### src/rtl/dpll_loop_controller_if.sv
// Loop-filter link: correction pulses from the loop filter, K modulus control back to it.
interface dpll_loop_controller_if;
  logic       dlfCarry;
  logic       dlfBorrow;
  logic [3:0] kExp;
  logic       kLoad;

  modport master (input dlfCarry, input dlfBorrow, output kExp, output kLoad);
  modport slave  (output dlfCarry, output dlfBorrow, input kExp, input kLoad);
endinterface

### src/rtl/dpll_loop_controller.sv
// DPLL loop-gain scheduler and lock detector: counts loop-filter corrections per
// observation window, steps the K exponent up as the loop settles and flags lock.
module dpll_loop_controller #(
  parameter int K_MIN_EXP     = 2,
  parameter int K_MAX_EXP     = 8,
  parameter int WINDOW_BITS   = 10,
  parameter int LOCK_THRESH   = 4,
  parameter int UNLOCK_THRESH = 16,
  parameter int LOCK_WINDOWS  = 3
) (
  input  logic                   oscInput,
  input  logic                   reset,
  input  logic                   enable,
  dpll_loop_controller_if.master lf,
  output logic                   locked,
  output logic [1:0]             state,
  output logic [7:0]             corrCount
);
  typedef enum logic [1:0] {
    IDLE    = 2'd0,
    ACQUIRE = 2'd1,
    TRACK   = 2'd2,
    LOCKED  = 2'd3
  } state_t;

  localparam logic [3:0] KMIN     = 4'(K_MIN_EXP);
  localparam logic [3:0] KMAX     = 4'(K_MAX_EXP);
  localparam logic [7:0] LOCK_T   = 8'(LOCK_THRESH);
  localparam logic [7:0] UNLOCK_T = 8'(UNLOCK_THRESH);
  localparam logic [7:0] LOCK_W   = 8'(LOCK_WINDOWS);

  state_t                 state_q, state_d;
  logic [3:0]             kexp_q, kexp_d;
  logic                   kload_q, kload_d;
  logic                   locked_q, locked_d;
  logic                   carry_q, carry_d;
  logic                   borrow_q, borrow_d;
  logic [7:0]             corr_q, corr_d;
  logic [7:0]             cnt_q, cnt_d;
  logic [7:0]             quiet_q, quiet_d;
  logic [WINDOW_BITS-1:0] win_q, win_d;

  logic [1:0] ev_s;
  logic [8:0] sum_s;
  logic [7:0] csum_s;
  logic [7:0] quiet_inc_s;
  logic       eval_s, quiet_s, noisy_s;

  // This cycle's events are part of the window total, so evaluation sees them too.
  assign ev_s        = {1'b0, lf.dlfCarry & ~carry_q} + {1'b0, lf.dlfBorrow & ~borrow_q};
  assign sum_s       = {1'b0, cnt_q} + {7'd0, ev_s};
  assign csum_s      = sum_s[8] ? 8'hFF : sum_s[7:0];
  assign eval_s      = (win_q == {WINDOW_BITS{1'b1}});
  assign quiet_s     = (csum_s <= LOCK_T);
  assign noisy_s     = (csum_s > UNLOCK_T);
  assign quiet_inc_s = quiet_q + 8'd1;

  // State and output registers.
  always_ff @(posedge oscInput or negedge reset) begin
    if (!reset) begin
      state_q  <= IDLE;
      kexp_q   <= KMIN;
      kload_q  <= 1'b0;
      locked_q <= 1'b0;
      carry_q  <= 1'b0;
      borrow_q <= 1'b0;
      corr_q   <= 8'd0;
      cnt_q    <= 8'd0;
      quiet_q  <= 8'd0;
      win_q    <= {WINDOW_BITS{1'b0}};
    end else begin
      state_q  <= state_d;
      kexp_q   <= kexp_d;
      kload_q  <= kload_d;
      locked_q <= locked_d;
      carry_q  <= carry_d;
      borrow_q <= borrow_d;
      corr_q   <= corr_d;
      cnt_q    <= cnt_d;
      quiet_q  <= quiet_d;
      win_q    <= win_d;
    end
  end

  // Next state: enable low wins, then start-up from IDLE, then per-window scheduling.
  always_comb begin
    state_d  = state_q;
    kexp_d   = kexp_q;
    kload_d  = 1'b0;
    locked_d = locked_q;
    carry_d  = carry_q;
    borrow_d = borrow_q;
    corr_d   = corr_q;
    cnt_d    = cnt_q;
    quiet_d  = quiet_q;
    win_d    = win_q;
    if (!enable) begin
      // Edge registers sit at 0 outside a run so a level already high counts once at start.
      state_d  = IDLE;
      kexp_d   = KMIN;
      locked_d = 1'b0;
      carry_d  = 1'b0;
      borrow_d = 1'b0;
      cnt_d    = 8'd0;
      quiet_d  = 8'd0;
      win_d    = {WINDOW_BITS{1'b0}};
    end else if (state_q == IDLE) begin
      state_d = ACQUIRE;
      kexp_d  = KMIN;
      kload_d = 1'b1;
    end else begin
      carry_d  = lf.dlfCarry;
      borrow_d = lf.dlfBorrow;
      win_d    = win_q + WINDOW_BITS'(1);
      if (!eval_s) begin
        cnt_d = csum_s;
      end else begin
        cnt_d  = 8'd0;
        corr_d = csum_s;
        case (state_q)
          ACQUIRE: begin
            if (quiet_s) begin
              state_d = TRACK;
              kexp_d  = kexp_q + 4'd1;
              kload_d = 1'b1;
              quiet_d = 8'd0;
            end else begin
              state_d = ACQUIRE;
            end
          end
          TRACK: begin
            if (noisy_s) begin
              state_d = ACQUIRE;
              kexp_d  = KMIN;
              kload_d = 1'b1;
              quiet_d = 8'd0;
            end else if (quiet_s && (kexp_q < KMAX)) begin
              kexp_d  = kexp_q + 4'd1;
              kload_d = 1'b1;
              quiet_d = 8'd0;
            end else if (quiet_s) begin
              if (quiet_inc_s >= LOCK_W) begin
                state_d  = LOCKED;
                locked_d = 1'b1;
                quiet_d  = 8'd0;
              end else begin
                quiet_d = quiet_inc_s;
              end
            end else begin
              quiet_d = 8'd0;
            end
          end
          LOCKED: begin
            // Only a noisy window drops lock; moderate ones are absorbed.
            if (noisy_s) begin
              state_d  = ACQUIRE;
              locked_d = 1'b0;
              kexp_d   = KMIN;
              kload_d  = 1'b1;
              quiet_d  = 8'd0;
            end else begin
              state_d = LOCKED;
            end
          end
          default: begin
            state_d = IDLE;
          end
        endcase
      end
    end
  end

  assign lf.kExp   = kexp_q;
  assign lf.kLoad  = kload_q;
  assign locked    = locked_q;
  assign state     = state_q;
  assign corrCount = corr_q;
endmodule
### src/flat_wrapper.sv
// flat-port wrapper written by rule: the top's interface ports become plain ports
module dpll_loop_controller_flat 
#(
  parameter int K_MIN_EXP     = 2,
  parameter int K_MAX_EXP     = 8,
  parameter int WINDOW_BITS   = 10,
  parameter int LOCK_THRESH   = 4,
  parameter int UNLOCK_THRESH = 16,
  parameter int LOCK_WINDOWS  = 3
)
  (oscInput, reset, enable, locked, state, corrCount, lf_dlfCarry, lf_dlfBorrow, lf_kExp, lf_kLoad);
  dpll_loop_controller_if lf_i ();
  input  logic oscInput;
  input  logic reset;
  input  logic enable;
  output logic locked;
  output logic [1:0] state;
  output logic [7:0] corrCount;
  input wire logic [$bits(lf_i.dlfCarry)-1:0] lf_dlfCarry;
  input wire logic [$bits(lf_i.dlfBorrow)-1:0] lf_dlfBorrow;
  output wire logic [$bits(lf_i.kExp)-1:0] lf_kExp;
  output wire logic [$bits(lf_i.kLoad)-1:0] lf_kLoad;
  assign lf_i.dlfCarry = lf_dlfCarry;
  assign lf_i.dlfBorrow = lf_dlfBorrow;
  assign lf_kExp = lf_i.kExp;
  assign lf_kLoad = lf_i.kLoad;
  dpll_loop_controller #(.K_MIN_EXP(K_MIN_EXP), .K_MAX_EXP(K_MAX_EXP), .WINDOW_BITS(WINDOW_BITS), .LOCK_THRESH(LOCK_THRESH), .UNLOCK_THRESH(UNLOCK_THRESH), .LOCK_WINDOWS(LOCK_WINDOWS)) u_core (.oscInput(oscInput), .reset(reset), .enable(enable), .lf(lf_i), .locked(locked), .state(state), .corrCount(corrCount));
endmodule
### config.mk
export PLATFORM = sky130hd
export DESIGN_NAME = dpll_loop_controller_flat
export DESIGN_NICKNAME = d
export VERILOG_FILES = /design/src/rtl/dpll_loop_controller_if.sv /design/src/rtl/dpll_loop_controller.sv /design/src/flat_wrapper.sv
export SDC_FILE = /design/constraint.sdc
export NUM_CORES = 1
export LEC_CHECK = 0
export CAP_MARGIN = 20
export CORE_UTILIZATION = 25
export CTS_CLUSTER_SIZE = 10
export DETAILED_ROUTE_END_ITERATION = 8
export DONT_BUFFER_PORTS = 1
export PLACE_DENSITY_LB_ADDON = 0.08
export REMOVE_ABC_BUFFERS = 1
export SLEW_MARGIN = 40
export SYNTH_ARGS = -nofsm -noshare
export SYNTH_HDL_FRONTEND = slang
export SYNTH_SLANG_ARGS = --single-unit
### constraint.sdc
create_clock -name oscInput -period 9.1 [get_ports oscInput]
set_input_delay 1.82 -clock oscInput [delete_from_list [all_inputs] [get_ports oscInput]]
set_output_delay 1.82 -clock oscInput [all_outputs]
set_load 0.01 [all_outputs]
Word level (Yosys, flattened, before mapping)
Index checks and enable logic that the tools add are counted.

Output and inout bits: 16. Input bits: 5. Bits in registers: 44. Latch bits: 0. Memories kept: 0. Logic and storage cells: 108. Bits in writable memories: 0. Memory bits (read-only): 0.

Bitwise operators: 5. Order comparisons: 4. Reductions and logical operators: 7. Equal/unequal tests: 22. Multipliers: 0. Shift operators: 0. Div/mod/pow operators: 0. Muxes and demuxes: 55. $add $sub $neg: 5.

Operator list (number): $mux 8 (13); $mux 4 (7); $pmux 8 s3 (1); $mux 10 (2); $mux 1 (19); $mux 2 (9); $ne 5x2->1 const B (3); $ne 3x2->1 const B (4); $pmux 4 s3 (1); $add 10x1->10 const B (1); $eq 10x10->1 const B (1); $reduce_and 5->1 (2); $add 8x2->9 (1); $add 8x1->8 const B (1); $ge 8x2->1 const B (1); $gt 8x5->1 const B (1); $le 8x3->1 const B (1); $ne 4x2->1 const B (2); $reduce_and 8->1 (1); $ne 3x1->1 const B (2); $ne 3x3->1 const B (2); $pmux 2 s3 (1); $ne 5x1->1 const B (1); $ne 5x3->1 const B (1); other kinds (16) (20).

Logic depth before layout (Yosys ltp)
Gate-level depths: netlist (run 1).

Word-level depth: 13. Mapped depth: 11. Depth with buffers taken out: 10.

Worst setup path before layout (run 1)
OpenSTA, ideal clock, no wires.

Kind: input port to flip-flop. Start: input port lf_dlfCarry. End: register u_core.kexp_q[2] (netlist: u_core.lf.kExp[2]). Arrival: 4.170 ns. Path buffers: 0. Slack: 4.804 ns. Data required time: 8.974 ns. Cell stages on the path: 10. Cells stage by stage: nand2b_1 -> fa_1 -> inv_1 -> ha_1 -> inv_1 -> or4b_4 -> a2111oi_4 -> inv_2 -> a21o_1 -> a221o_1.

Word-level cells in the longest chain between the ends: 10. Elaborated cells on any way between the ends: 16. Classes of those cells: add/sub (2); order compare (2); eq/ne (3); mux (6); bitwise (1); reduce/logical (2).

RTL lines: start: declaration (RTL line flat_wrapper.sv:19) `input wire logic [$bits(lf_i.dlfCarry)-1:0] lf_dlfCarry;`; $and 1x1->1 (*) (RTL line dpll_loop_controller.sv:50) `assign ev_s = {1'b0, lf.dlfCarry & ~carry_q} + {1'b0, lf.dlfBorrow & ~borrow_q};`; $add 1x1->2 (*) (RTL line dpll_loop_controller.sv:50); $add 8x2->9 (*) (RTL line dpll_loop_controller.sv:51) `assign sum_s = {1'b0, cnt_q} + {7'd0, ev_s};`; $mux 8 (*) (RTL line dpll_loop_controller.sv:52) `assign csum_s = sum_s[8] ? 8'hFF : sum_s[7:0];`; $gt 8x5->1 (RTL line dpll_loop_controller.sv:55) `assign noisy_s = (csum_s > UNLOCK_T);`; $mux 4 (RTL line dpll_loop_controller.sv:132) `if (noisy_s) begin`; $pmux 4 s3 (RTL line dpll_loop_controller.sv:120) `case (state_q)`; $mux 4 (RTL line dpll_loop_controller.sv:115) `if (!eval_s) begin`; $mux 4 (RTL line dpll_loop_controller.sv:107) `end else if (state_q == IDLE) begin`; $mux 4 (RTL line dpll_loop_controller.sv:97) `if (!enable) begin`; end signal: assignment (RTL line dpll_loop_controller.sv:73) `kexp_q <= kexp_d;`; end: declaration (RTL line dpll_loop_controller.sv:33) `logic [3:0] kexp_q, kexp_d;`.

Mark *: on every way between the ends. The rest lies on a longest branch, timed or not. The select of a mux whose other input is x is not followed. A chain may end at the register's enable or synchronous reset.

Worst setup path in the final report (run 1)
Ends and elaborated chain as after synthesis.

==> results of run 1 <==
[power by group through the flow]
stage | logic, W | registers [W] | clock network (W)
after floorplan | 0.000128 | 0.000244 | 0
after global placement | 0.000170 | 0.000255 | 0
after detailed placement | 0.000170 | 0.000254 | 0
after CTS | 0.000170 | 0.000250 | 0.000143
after global routing | 0.000192 | 0.000254 | 0.000149
final | 0.000168 | 0.000250 | 0.000133
[cell type report]
cell class,instances,area (µm²),share of cell area (%)
clock buffers,7,96.34,3.472
inverters,10,37.54,1.353
multi-input cells,209,1373,49.46
flip-flops and latches,44,1102,39.72
well taps,133,166.4,5.996
[critical path, cell delays in order]
cell and delay (ns):
nand2b_1 0.06, fa_1 0.47, inv_1 0.08, ha_1 0.26
and2_2 0.22, a21oi_1 0.07, a211oi_1 0.65, nor3_1 0.20
a21o_1 0.28, a221o_1 0.35
[per-stage QoR]
step | util, % | hold slack, ns | instance area (µm²) | std cells | total power (W)
3_3_place_gp | 27.20 | 0.5016 | 2671 | 396 | 0.0004247
6_report | 28.26 | 0.5225 | 2775 | 403 | 0.0005510
3_5_place_dp | 27.20 | 0.4982 | 2671 | 396 | 0.0004239
4_1_cts | 28.19 | 0.5205 | 2768 | 403 | 0.0005631
2_1_floorplan | - | 0.4623 | 2505 | 263 | 0.0003725
5_1_grt | 28.26 | 0.5462 | 2775 | 403 | 0.0005949
[synthesized netlist by cell type, drive strengths merged (2+ instances only)]
cell and count:
o41ai 2, nor3 7, ha 5, xor2 2
buf 3, nor4 2, mux2i 4, a21oi 9
mux2 3, dfrtp 43, and3 4, or2 3
o2111ai 2, nand3 11, nor3b 4, nand2b 4
clkbuf 8, or4b 2, nor2 17, xnor2 11
a31oi 5, nor2b 3, a21o 2, nand2 34
inv 10, o21ai 18, o22ai 2, and2 20
a211oi 2, nand4 6, a21boi 4, a22o 3
[cell families (layout without fill, tap and decap cells)]
logic type,count (synthesis),in the layout,synth area share [%]
and+or+nand+nor,125,125,26.91
adders and majority gates,6,6,3.235
DFF,44,44,43.19
buffers and inverters,21,17,3.333
AOI/OAI and AO/OA,58,58,15.98
xor gates and xnor gates,13,13,4.461
muxes,7,7,2.892
[worst max path at each step]
stage	depth (start not counted)	endpoint	startpoint
global placement	10	u_core.lf.kExp[2]	lf_dlfCarry
finish	10	u_core.lf.kExp[2]	lf_dlfCarry
global route	10	u_core.lf.kExp[2]	lf_dlfCarry
floorplan	10	u_core.lf.kExp[2]	lf_dlfCarry
CTS	10	u_core.lf.kExp[2]	lf_dlfCarry
detailed placement	10	u_core.lf.kExp[2]	lf_dlfCarry
[metal layers]
layer	up-vias	routed length (µm)
met5	-	0
met4	0	82
met3	6	227
met2	28	2673
met1	909	3026
li1	963	-
[state kept, by name, indices dropped and copies added (netlist names), 2 cells and up]
register and flops:
u_core.cnt_q 8, u_core.corrCount 8, u_core.lf.kExp 4, u_core.quiet_q 8
u_core.state 2, u_core.win_q 10
==> flow_summary_export.csv, run 1 <==
group,metric,value,unit
run_status,outcome,"finished, final reports clean",
detailed_routing,vias,1906,
grt,grtUsageMet2,21.13,%
hold_path,hold_class,"register to register",
detailed_routing,ant_nets,0,
grt,use_met3,2.983,%
job,drv_cap,0,
cts,post_cts.repair.setup_buffers,0,
critical_path,path_max_fanout,7,
cts,htreeDepth,2,
critical_path,worstReg2RegEnd,"u_core.lf.kExp[2]",
grt,antenna_found_initial,0,
floorplanning,io_pins,21,
final_layout,n_fill_cell,1094,
logic_synthesis,yosysTopAreaCellShare,42.16,%
floorplanning,die_w,103.0,µm
logic_synthesis,syn_area,2552,µm²
hold_path,hp-start,"u_core.lf.kExp[1]",
critical_path,ff2ff_setup_slack,5.86,ns
place,place_congestion,0.7884,
logic_synthesis,ys.flop_type,"dfrtp_1",
final_layout,layout_common_cells,"dfrtp_1, nand2_1, and2_1",
logic_synthesis,synth_area_leaders,"dfrtp_1, nand2_1, and2_1, xnor2_1, o21ai_0",
grt,met1_usage,16.48,%
timing,max_freq,0.2332,GHz
detailed_routing,drt_pass1_iterations,4,
place,dp_hpwl,4229,µm
power,combPwrFrac,30.5,%
place,port_buffers,0,
cts,clk_pin_slew,0.08,ns
logic_synthesis,yosysSeqAreaShare,43.19,%
grt,grt_usage,12.76,%
critical_path,setup.worst_path.start_class,"primary input",
detailed_routing,drtIter0Drc,64,
logic_synthesis,yosysWarnings,0,
hold_path,worstHoldEndpoint,"u_core.lf.kExp[1]",
timing,worstMarginPinSlew,0.7582,ns
floorplanning,dieArea,10620,µm²
timing,timing.setup.tns,0,ns
grt,grt_pass1_wl,10130,µm
grt,grt_max_degree,45,
cts,post_cts_resized,0,
power,p_switching,0.0002012,W
critical_path,r2r_start,"u_core.carry_q",
power,power.share.switching,36.52,%
grt,overflow,0,
timing,fin_skew,0.007370,ns
cts,postCtsHoldBufs,0,
timing,min_period_over_period,47.12,%
cts,numClockSinks,44,
logic_synthesis,yosys.area.top_type,"dfrtp_1",
detailed_routing,wl_per_cell,14.91,µm
power,power_density,198.5,nW/µm²
detailed_routing,drc,0,
floorplanning,die_h,103.0,µm
power,intPower,0.0003497,W
hold_path,hold_path_depth,2,
timing,finalHoldViolations,0,
floorplanning,coreArea,9819,µm²
logic_synthesis,synth_edf_count,0,
critical_path,reg2regPathDepth,10,
grt,busiest_layer,"met2",
floorplanning,start_util,25.99,%
power,power_frac_seq,45.3,%
critical_path,cp-end-kind,"register",
final_layout,final_common_cell,"dfrtp_1",
power,power.share.clock,24.2,%
timing,drv_slew,0,
cts,clk_path_buf_depth,2,
timing,timing.final.ws_setup,4.812,ns
place,post-place-ws,4.368,ns
detailed_routing,wirelength,6010,µm
logic_synthesis,syn-mean-instance-area,9.316,µm²
timing,layout_min_cycle_time,4.288,ns
logic_synthesis,ys_types,59,
logic_synthesis,synthArstFlopShare,100.0,%
critical_path,cp.required,9.28,ns
cts,tritoncts,"done",
grt,grt_pass1_vias,1929,
critical_path,cp.arrival,4.47,ns
final_layout,area_delta_synth_final,8.725,%
timing,setup_viol,0,
final_layout,antenna_cells,0,
cts,root_buffer,"clkbuf_8",
timing,relSlewSlack,49.15,%
floorplanning,row_count,36,
timing,rsz0062_at_grt,"false",
logic_synthesis,ys_ff_latch,44,
cts,cts_buffers,5,
power,vdd_drop_max,0.00009001,V
critical_path,criticalPathCategory,"primary input to register",
detailed_routing,avgViaCountPerCell,4.730,
logic_synthesis,syn_inst,274,
power,leakagePower,1.221,nW
final_layout,drive_gt1_share,9.630,%
final_layout,nets,281,
cts,worstSkewPairLatency,0.29,ns
Power figures use the tool's default switching activity.
==> run 2, diff against run 1 <==
==> constraint.sdc (replaced) <==
create_clock -name oscInput -period 4 [get_ports oscInput]
set_input_delay 0.8 -clock oscInput [delete_from_list [all_inputs] [get_ports oscInput]]
set_output_delay 0.8 -clock oscInput [all_outputs]
set_load 0.01 [all_outputs]
==> run 2 against run 1 <==
Net effect:
- clock skew up 0.0065 ns
- sequential share of layout area unchanged
- final cell count up 0.25%
- critical path depth unchanged
- largest power group unchanged
==> flow_summary_export.csv, run 2 (synthesis gave the netlist of run 1 again) <==
group,metric,value,unit
final_layout,drive_gt1_share,9.225,%
grt,antenna_found_initial,0,
cts,htreeDepth,2,
grt,met1_usage,16.62,%
run_status,outcome,"finished, final reports clean",
place,post-place-ws,0.4347,ns
timing,timing.final.ws_setup,0.7477,ns
final_layout,n_fill_cell,1100,
grt,grt_pass1_vias,2008,
grt,use_met3,3.119,%
critical_path,critPathMaxStageDelay,0.69,ns
final_layout,final_core_util,28.26,%
critical_path,cp.arrival,3.45,ns
floorplanning,coreArea,9819,µm²
timing,worstMarginPinSlew,0.8098,ns
floorplanning,die_h,103.0,µm
timing,fin_skew,0.01387,ns
final_layout,antenna_cells,0,
timing,layout_min_cycle_time,3.252,ns
detailed_routing,drc,0,
cts,post_cts.repair.setup_buffers,0,
timing,timing.setup.tns,0,ns
floorplanning,row_count,36,
grt,grt_pass1_wl,10300,µm
final_layout,nets,282,
critical_path,critPathBufInv,1,
critical_path,path_cells,"nand2b_1, fa_1, inv_1, ha_1, and2_2, a21oi_1, a211oi_1, nor3_1, a21o_1, a221o_1",
critical_path,criticalPathCategory,"primary input to register",
final_layout,regMostFlops,"u_core.win_q",
cts,numClockSinks,44,
cts,post_cts_resized,0,
place,port_buffers,0,
detailed_routing,drtIter0Drc,84,
detailed_routing,wl_per_cell,15.12,µm
critical_path,cp.required,4.19,ns
place,dp_hpwl,4284,µm
final_layout,layout_common_cells,"dfrtp_1, nand2_1, and2_1",
critical_path,cp-end-kind,"register",
detailed_routing,wirelength,6109,µm
job,drv_cap,0,
timing,relSlewSlack,45.69,%
detailed_routing,avgViaCountPerCell,4.738,
grt,busiest_layer,"met2",
timing,finalHoldViolations,0,
floorplanning,dieArea,10620,µm²
final_layout,area_delta_synth_final,8.725,%
cts,worstSkewPairLatency,0.30,ns
cts,root_buffer,"clkbuf_8",
timing,rsz0062_at_grt,"false",
power,power_density,453.6,nW/µm²
floorplanning,die_w,103.0,µm
grt,grt_usage,12.92,%
critical_path,cpMaxStageDelayCell,"a211oi_1",
place,place_congestion,0.7426,
critical_path,path_delay_family,"compound AO/OA/AOI/OAI gates",
cts,clk_path_buf_depth,2,
grt,grt_max_degree,45,
cts,tritoncts,"done",
cts,clk_pin_slew,0.09,ns
final_layout,final_common_cell,"dfrtp_1",
grt,overflow,0,
timing,drv_slew,0,
cts,postCtsHoldBufs,0,
critical_path,path_max_fanout,7,
detailed_routing,vias,1914,
floorplanning,start_util,25.99,%
timing,min_period_over_period,81.31,%
floorplanning,io_pins,21,
timing,setup_viol,0,
detailed_routing,ant_nets,0,
hold_path,hold_class,"primary input to asynchronous set/reset pin",
grt,grtUsageMet2,21.44,%
final_layout,largest_reg_flops,10,
cts,cts_buffers,5,
critical_path,setup.worst_path.start_class,"primary input",
power,fin_total_pwr,0.001259,W
power,leakagePower,1.223,nW
timing,max_freq,0.3075,GHz
detailed_routing,drt_pass1_iterations,4,
power,vdd_drop_max,0.0002089,V
==> run 2: path summary, 6_finish.rpt <==
| check | cells after the start | endpoint | from | slack (ns) |
|---|---|---|---|---|
| max in group asynchronous | 0 | u_core.lf.kExp[1] | reset | 3.62 |
| min reg2reg | 1 | u_core.quiet_q[3] | u_core.quiet_q[3] | 0.51 |
| max | 10 | u_core.lf.kExp[2] | lf_dlfCarry | 0.75 |
| max reg2reg | 10 | u_core.lf.kExp[2] | u_core.carry_q | 0.77 |
| min | 0 | u_core.win_q[6] | reset | 0.19 |
| min in group oscInput | 1 | u_core.quiet_q[3] | u_core.quiet_q[3] | 0.51 |
==> run 2: area by class of cell <==
cell class / instances / area (µm²) / share of cell area, %
Clock buffer: 7 / 96.34 / 3.472
Multi-Input combinational cell: 209 / 1365 / 49.19
Inverter: 10 / 37.54 / 1.353
Timing Repair Buffer: 1 / 7.507 / 0.2705
Sequential cell: 44 / 1102 / 39.72
Tap cell: 133 / 166.4 / 5.996
==> run 2: report_power, final <==
| group | switching, W | internal (W) |
|---|---|---|
| Sequential | 0.0000776 | 0.000491 |
| Clock | 0.000155 | 0.000154 |
| Combinational | 0.000229 | 0.000152 |
| Total | 0.000462 | 0.000797 |
==> run 2: layer usage <==
layer | part of all wire [%] | vias to the layer above
met4 | 1.3 | 0
met1 | 49 | 925
met2 | 46 | 24
li1 | - | 959
met5 | 0 | -
met3 | 3.7 | 6
==> run 2: stage by stage <==
| stage | area [µm²] | cells | hold slack, ns |
|---|---|---|---|
| floorplan | 2505 | 263 | 0.4623 |
| global placement | 2679 | 397 | 0.4989 |
| detailed placement | 2679 | 397 | 0.4928 |
| CTS | 2775 | 404 | 0.1698 |
| global route | 2775 | 404 | 0.1601 |
| finish | 2775 | 404 | 0.1856 |
==> run 2: worst register-to-register path, stage by stage, from the launching register on <==
cell and delay (ns):
dfrtp_1 0.38, nand2b_1 0.16, fa_1 0.47, inv_1 0.08, ha_1 0.26, and2_2 0.21, a21oi_1 0.06, a211oi_1 0.69
nor3_1 0.18, a21o_1 0.28, a221o_1 0.35
==> edit 1: new RTL, config.mk and constraints of run 2 <==
`WINDOW_BITS` is set to 10 in 2 places; all go to 20.
--- a/src/rtl/dpll_loop_controller.sv
+++ b/src/rtl/dpll_loop_controller.sv
@@ -3,7 +3,7 @@
 module dpll_loop_controller #(
   parameter int K_MIN_EXP     = 2,
   parameter int K_MAX_EXP     = 8,
-  parameter int WINDOW_BITS   = 10,
+  parameter int WINDOW_BITS   = 20,
   parameter int LOCK_THRESH   = 4,
   parameter int UNLOCK_THRESH = 16,
   parameter int LOCK_WINDOWS  = 3
--- a/src/flat_wrapper.sv
+++ b/src/flat_wrapper.sv
@@ -3,7 +3,7 @@
 #(
   parameter int K_MIN_EXP     = 2,
   parameter int K_MAX_EXP     = 8,
-  parameter int WINDOW_BITS   = 10,
+  parameter int WINDOW_BITS   = 20,
   parameter int LOCK_THRESH   = 4,
   parameter int UNLOCK_THRESH = 16,
   parameter int LOCK_WINDOWS  = 3
Formal check against the unedited RTL: no difference found for any inputs over 10 cycles, from zero or initial values and one cycle with reset low; that may be too few to reach the edited logic, so the function may still have changed.
==> edit 1 against run 2 <==
Total power rose by 12%. Sequential cell count rose by 10. Utilization about the same. Worst setup slack gained 0.030 ns. Via count up 14%. Final area up 16%. Routed wire length up 15%. Area after synthesis increased by 14%. Critical path type unchanged.
==> edit 1: results (changes against run 2) <==
Global route
  • Largest net degree at the start of global routing: 55 (+22%)
  • Initial antenna violation count: 0 (unchanged)
  • All-Layer GR Usage: 0.1276 (-0.001568)
  • Number of global-route vias before repair: 2186 (+8.9%)
  • First-pass GRT wire length: 11.43 mm (+11%)

Synth
  • Post-synthesis sequential area ratio: 0.4637 (+0.03189)
  • Post-synth top cells: dfrtp_1, nand2_1, nor2_1, o21ai_0, a21oi_1
  • Top area cells in the synthesized netlist: dfrtp_1, nand2_1, nor2_1
  • Async SR Flop Fraction: 1.000 (unchanged)
  • Avg Cell Area, Syn: 9.348 sq um (+0.35%)
  • YS warnings: 0 (unchanged)
  • Yosys cell types: 55 (-6.8%)

Detailed routing
  • Initial DRC Count: 93 (+11%)
  • DR pass1 iterations: 4 (unchanged)
  • Routed WL: 7.054 mm (+15%)
  • Vias per cell: 4.794 (+1.2%)

Critical path
  • Worst path slowest cell: fa_1
  • Max FO, Critical Path: 7 (unchanged)
  • CP delay by family, top: simple AND/OR/NAND/NOR gates
  • Crit path DAT: 3.45 ns (about the same)
  • Slowest stage delay, CP: 0.43 ns (-0.26 ns)

Pwr
  • Leak: 1.382 nW (+13%)
  • NetSw: 0.4647 mW (+0.59%)
  • Peak supply drop: 0.2109 mV (+0.94%)

Clock tree
  • Clock transition at path regs: 0.07 ns (-0.02 ns)
  • Setup bufs post-CTS: 0 (unchanged)
  • Clock Latency Late Sink: 0.30 ns (about the same)
  • CTS Buffer Depth: 2 (unchanged)
  • TritonCTS buffer count: 5 (unchanged)
  • Post-cts sizing count: 0 (unchanged)
  • H-Tree Depth: 2 (unchanged)
  • CTS root buf: clkbuf_16

Placed design
  • Placed cells: 449 (+13%)
  • Port Buf Inserts: 0 (unchanged)
  • Routability cong.: 0.8109 (+9.2%)
  • Hpwl dp: 4.914 mm (+15%)

Finish
  • Final Non-Filler Cells: 456 (+13%)
  • Layout cells sized above 1: 0.07668 (-0.01557)
  • Largest reg by FF count: u_core.win_q
  • Antenna diodes: 0 (unchanged)
  • Max reg flops: 20 (+10)
  • Nets: 324 (+15%)

Timing
  • Setup skew after layout: 0.006078 ns (-0.007791 ns)
  • Max transition margin: 0.6594 (+0.2026)

Outcome
  • Status: finished, final reports clean

Hold path
  • Min-delay worst type: input port to asynchronous set/reset pin
## edit 1: logic make-up (layout without fill, tap and decap cells)
logic type,after synthesis,in the layout,synth area share
AND/OR/NAND/NOR,145,145,0.2681
AO/OA/AOI/OAI,67,67,0.1484
flip-flops,54,54,0.4638
buffers and inverters,19,20,0.02531
XOR/XNOR,16,16,0.04805
adder cells (fa/ha/maj),6,6,0.02831
multiplexers,5,5,0.01802
## edit 1: metrics by stage
stage	setup WS, ns	instance area, sq um
2_1_floorplan	0.7363	2877
3_3_place_gp	0.5471	3085
3_5_place_dp	0.4888	3085
4_1_cts	0.8045	3218
5_1_grt	0.5873	3218
6_report	0.7776	3218
## edit 1: cell type report
| cell class | count | area [sq um] |
|---|---|---|
| inverter | 9 | 33.78 |
| timing repair buffer | 4 | 30.03 |
| multi-input combinational | 239 | 1490 |
| fill | 1214 | 8152 |
| tap | 143 | 178.9 |
| clock buffer | 7 | 132.6 |
| sequential | 54 | 1353 |
## edit 1: worst paths after layout
| kind | startpoint | to | slack (ns) | depth (start not counted) |
|---|---|---|---|---|
| max reg2reg | u_core.carry_q | u_core.lf.kExp[1] | 0.81 | 11 |
| max | lf_dlfCarry | u_core.lf.kExp[1] | 0.78 | 11 |
| min | reset | u_core.corrCount[7] | 0.19 | 0 |
| min in group oscInput | u_core.carry_q | u_core.carry_q | 0.52 | 2 |
| min reg2reg | u_core.carry_q | u_core.carry_q | 0.52 | 2 |
| max in group asynchronous | reset | u_core.lf.kExp[1] | 3.63 | 0 |
## edit 1: power by group through the flow
| stage | sequential (mW) | clock (mW) | combinational, mW |
|---|---|---|---|
| after global routing | 0.661 | 0.463 | 0.388 |
| after floorplan | 0.649 | 0 | 0.250 |
| after detailed placement | 0.665 | 0 | 0.345 |
| after CTS | 0.655 | 0.447 | 0.347 |
| after global placement | 0.667 | 0 | 0.352 |
| final | 0.654 | 0.423 | 0.338 |
## edit 1: worst register-to-register path, stage by stage (launching register included)
cell,delay (ns)
dfrtp_1,0.37
nand2b_1,0.16
fa_1,0.43
inv_1,0.07
ha_1,0.25
nand3_1,0.23
and2_1,0.23
o22ai_1,0.30
nand3_1,0.26
or3_1,0.43
a21o_1,0.20
o22a_1,0.20
## edit 1: metal layers
| metal | GRT usage | vias up | wire length, um | share of wire |
|---|---|---|---|---|
| met5 | 0 | - | 0 | 0 |
| met4 | 0.05143 | 0 | 112 | 0.016 |
| met3 | 0.02939 | 8 | 167 | 0.024 |
| met2 | 0.2116 | 19 | 3312 | 0.47 |
| met1 | 0.1595 | 1051 | 3461 | 0.49 |
| li1 | - | 1108 | - | - |
==> edit 2: new RTL, settings of run 2 <==
Made on the original files. Register the output `corrCount` once more, cleared by the reset; this adds one clock of latency there. The other outputs are not delayed to match.
--- a/src/rtl/dpll_loop_controller.sv
+++ b/src/rtl/dpll_loop_controller.sv
@@ -174,5 +174,11 @@
   assign lf.kLoad  = kload_q;
   assign locked    = locked_q;
   assign state     = state_q;
-  assign corrCount = corr_q;
+  always_ff @(posedge oscInput or negedge reset) begin
+    if (!reset) begin
+      corrCount <= '0;
+    end else begin
+      corrCount <= corr_q;
+    end
+  end
 endmodule
Function: no difference found for any inputs over 10 cycles, from zero or initial values and one cycle with reset low; that may be too few to reach the edited logic, so the function may still have changed.
==> edit 2 against run 2 <==
Die area is 5.9% higher. Critical endpoint unchanged. Critical path type unchanged. Sequential cell count is 8 higher. Clock power is 3% lower. Worst setup slack better by 0.13 ns. Area after synthesis is 6.0% higher. Non-clock buffer count stayed put. First-iteration DRC count is 29% lower. Global-route usage is 1.3 points lower. Final area is 5.2% higher. Total power is 2.4% higher. Final cell count is 1.2% lower. Routed wire length is 2.2% lower.
==> edit 2: results (changes against run 2) <==
Clock tree
  • Clock Latency Late Sink: 0.31 ns
  • Post-cts sizing count: 0 (unchanged)
  • TritonCTS buffer count: 5 (unchanged)
  • Setup bufs post-CTS: 0 (unchanged)
  • H-Tree Depth: 2 (unchanged)
  • CTS root buf: clkbuf_8

Detailed routing
  • DR pass1 iterations: 6 (+2)
  • DR vias: 1877 (-1.9%)
  • Routed WL: 5.975 mm (-2.2%)
  • Initial DRC Count: 60 (-29%)

Synth
  • Async SR Flop Fraction: 1.000 (unchanged)
  • Top area cells in the synthesized netlist: dfrtp_1, nand2_1, xnor2_1
  • Post-synthesis mux area share: 0.03190 (+0.002979)
  • Yosys cell types: 52 (-12%)
  • Synth Area in Adders: 0.03051 (-0.001840)
  • Compound-Gate Fraction of Synth Area: 0.1720 (+0.01218)
  • Post-synthesis sequential area ratio: 0.4813 (+0.04941)
  • XOR/XNOR Fraction of Synth Area: 0.03560 (-0.009009)
  • Post-synth top cells: dfrtp_1, nand2_1, nor2_1, and2_1, o21ai_0
  • Post-synth EDFFs: 0 (unchanged)

Global route
  • Largest net degree at the start of global routing: 53 (+18%)
  • All-Layer GR Usage: 0.1162 (-0.01302)
  • First-pass GRT wire length: 10.18 mm (-1.2%)

Finish
  • FILL cells: 1133 (+3.0%)
  • Max reg flops: 10 (unchanged)
  • Nets: 273 (-3.2%)
  • Largest reg by FF count: u_core.win_q
  • Antenna diodes: 0 (unchanged)
  • Layout cells sized above 1: 0.1065 (+0.01421)

Placed design
  • Post-place setup slack: 0.5878 ns (+0.1531 ns)
  • Hpwl dp: 4.038 mm (-5.7%)
  • Port Buf Inserts: 0 (unchanged)
  • Routability cong.: 0.7452 (+0.35%)

Pwr
  • Leak: 1.240 nW (+1.4%)
  • NetSw: 0.4583 mW (-0.79%)
  • Peak supply drop: 0.1642 mV (-21%)

Outcome
  • Status: finished, final reports clean

Hold path
  • Min-delay worst type: input port to asynchronous set/reset pin

Critical path
  • Crit path DAT: 3.32 ns (-0.13 ns)
  • Max FO, Critical Path: 9 (+2)

Timing
  • Setup skew after layout: 0.009350 ns (-0.004519 ns)
  • Tightest Pin Transition: 0.5647 ns (-0.2451 ns)
-- edit 2: cell types whose count changed in the layout (fill, tap and decap cells not counted), moves of 3 or more --
cell	delta
o21ai_0	-5
dfrtp_1	+8
mux2i_1	-4
o21ai_1	+7
and2_1	-6
nand2_1	-4
and3_1	+6
nor3b_1	-3
nand3b_1	+4
-- edit 2: logic make-up (layout without fill, tap and decap cells) --
group | count (synthesis) | in the layout
flip-flops | 52 | 52
buffers and inverters | 17 | 16
AND/OR/NAND/NOR | 111 | 111
multiplexers | 6 | 6
AO/OA/AOI/OAI | 61 | 61
adder cells (fa/ha/maj) | 6 | 6
XOR/XNOR | 11 | 11
-- edit 2: stage by stage --
| step | cells | cell area [sq um] | utilization | power, mW |
|---|---|---|---|---|
| floorplan | 254 | 2661 | - | 0.9020 |
| global placement | 391 | 2839 | 0.2726 | 1.016 |
| detailed placement | 391 | 2839 | 0.2726 | 1.012 |
| CTS | 399 | 2920 | 0.2804 | 1.324 |
| global route | 399 | 2920 | 0.2804 | 1.394 |
| finish | 399 | 2920 | 0.2804 | 1.290 |
-- edit 2: final cells by class --
class	count	share of cell area
clock buffers	7	0.02614
well taps	136	0.05827
clock inverters	1	0.001714
multi-input cells	195	0.4563
repair buffers	1	0.002571
inverters	7	0.008997
flip-flops and latches	52	0.4460
-- edit 2: power groups by stage --
| stage | Combinational (mW) | Clock, mW | Sequential, mW |
|---|---|---|---|
| 2_1_floorplan | 0.262 | 0 | 0.640 |
| 3_3_place_gp | 0.353 | 0 | 0.662 |
| 3_5_place_dp | 0.349 | 0 | 0.663 |
| 4_1_cts | 0.351 | 0.322 | 0.652 |
| 5_1_grt | 0.399 | 0.334 | 0.661 |
| 6_report | 0.341 | 0.299 | 0.649 |
-- edit 2: path summary, 6_finish.rpt --
check	start	to	slack (ns)	cells past startpoint
setup / recovery	lf_dlfCarry	u_core.lf.kExp[2]	0.88	11
hold / removal	reset	u_core.quiet_q[7]	0.17	0
setup reg to reg	u_core.carry_q	u_core.lf.kExp[2]	0.90	11
hold reg to reg	u_core.corr_q[6]	u_core.corrCount[6]	0.38	0
max in group asynchronous	reset	u_core.lf.kExp[1]	3.64	0
min in group oscInput	u_core.corr_q[6]	u_core.corrCount[6]	0.38	0
-- edit 2: critical path, cell delays in order --
cell,delay (ns)
nand2b_1,0.06
fa_1,0.43
inv_1,0.07
ha_1,0.26
and3_1,0.35
nand2_1,0.29
and3_1,0.28
a31oi_1,0.45
nor2_1,0.08
o21ai_1,0.16
o41ai_2,0.09
-- edit 2: metal layers --
layer	GRT usage	share of wire	vias to the layer above
met2	0.1751	0.43	25
met5	0	0	-
met3	0.03188	0.046	8
met1	0.1635	0.51	909
li1	-	-	935
met4	0.02976	0.010	0
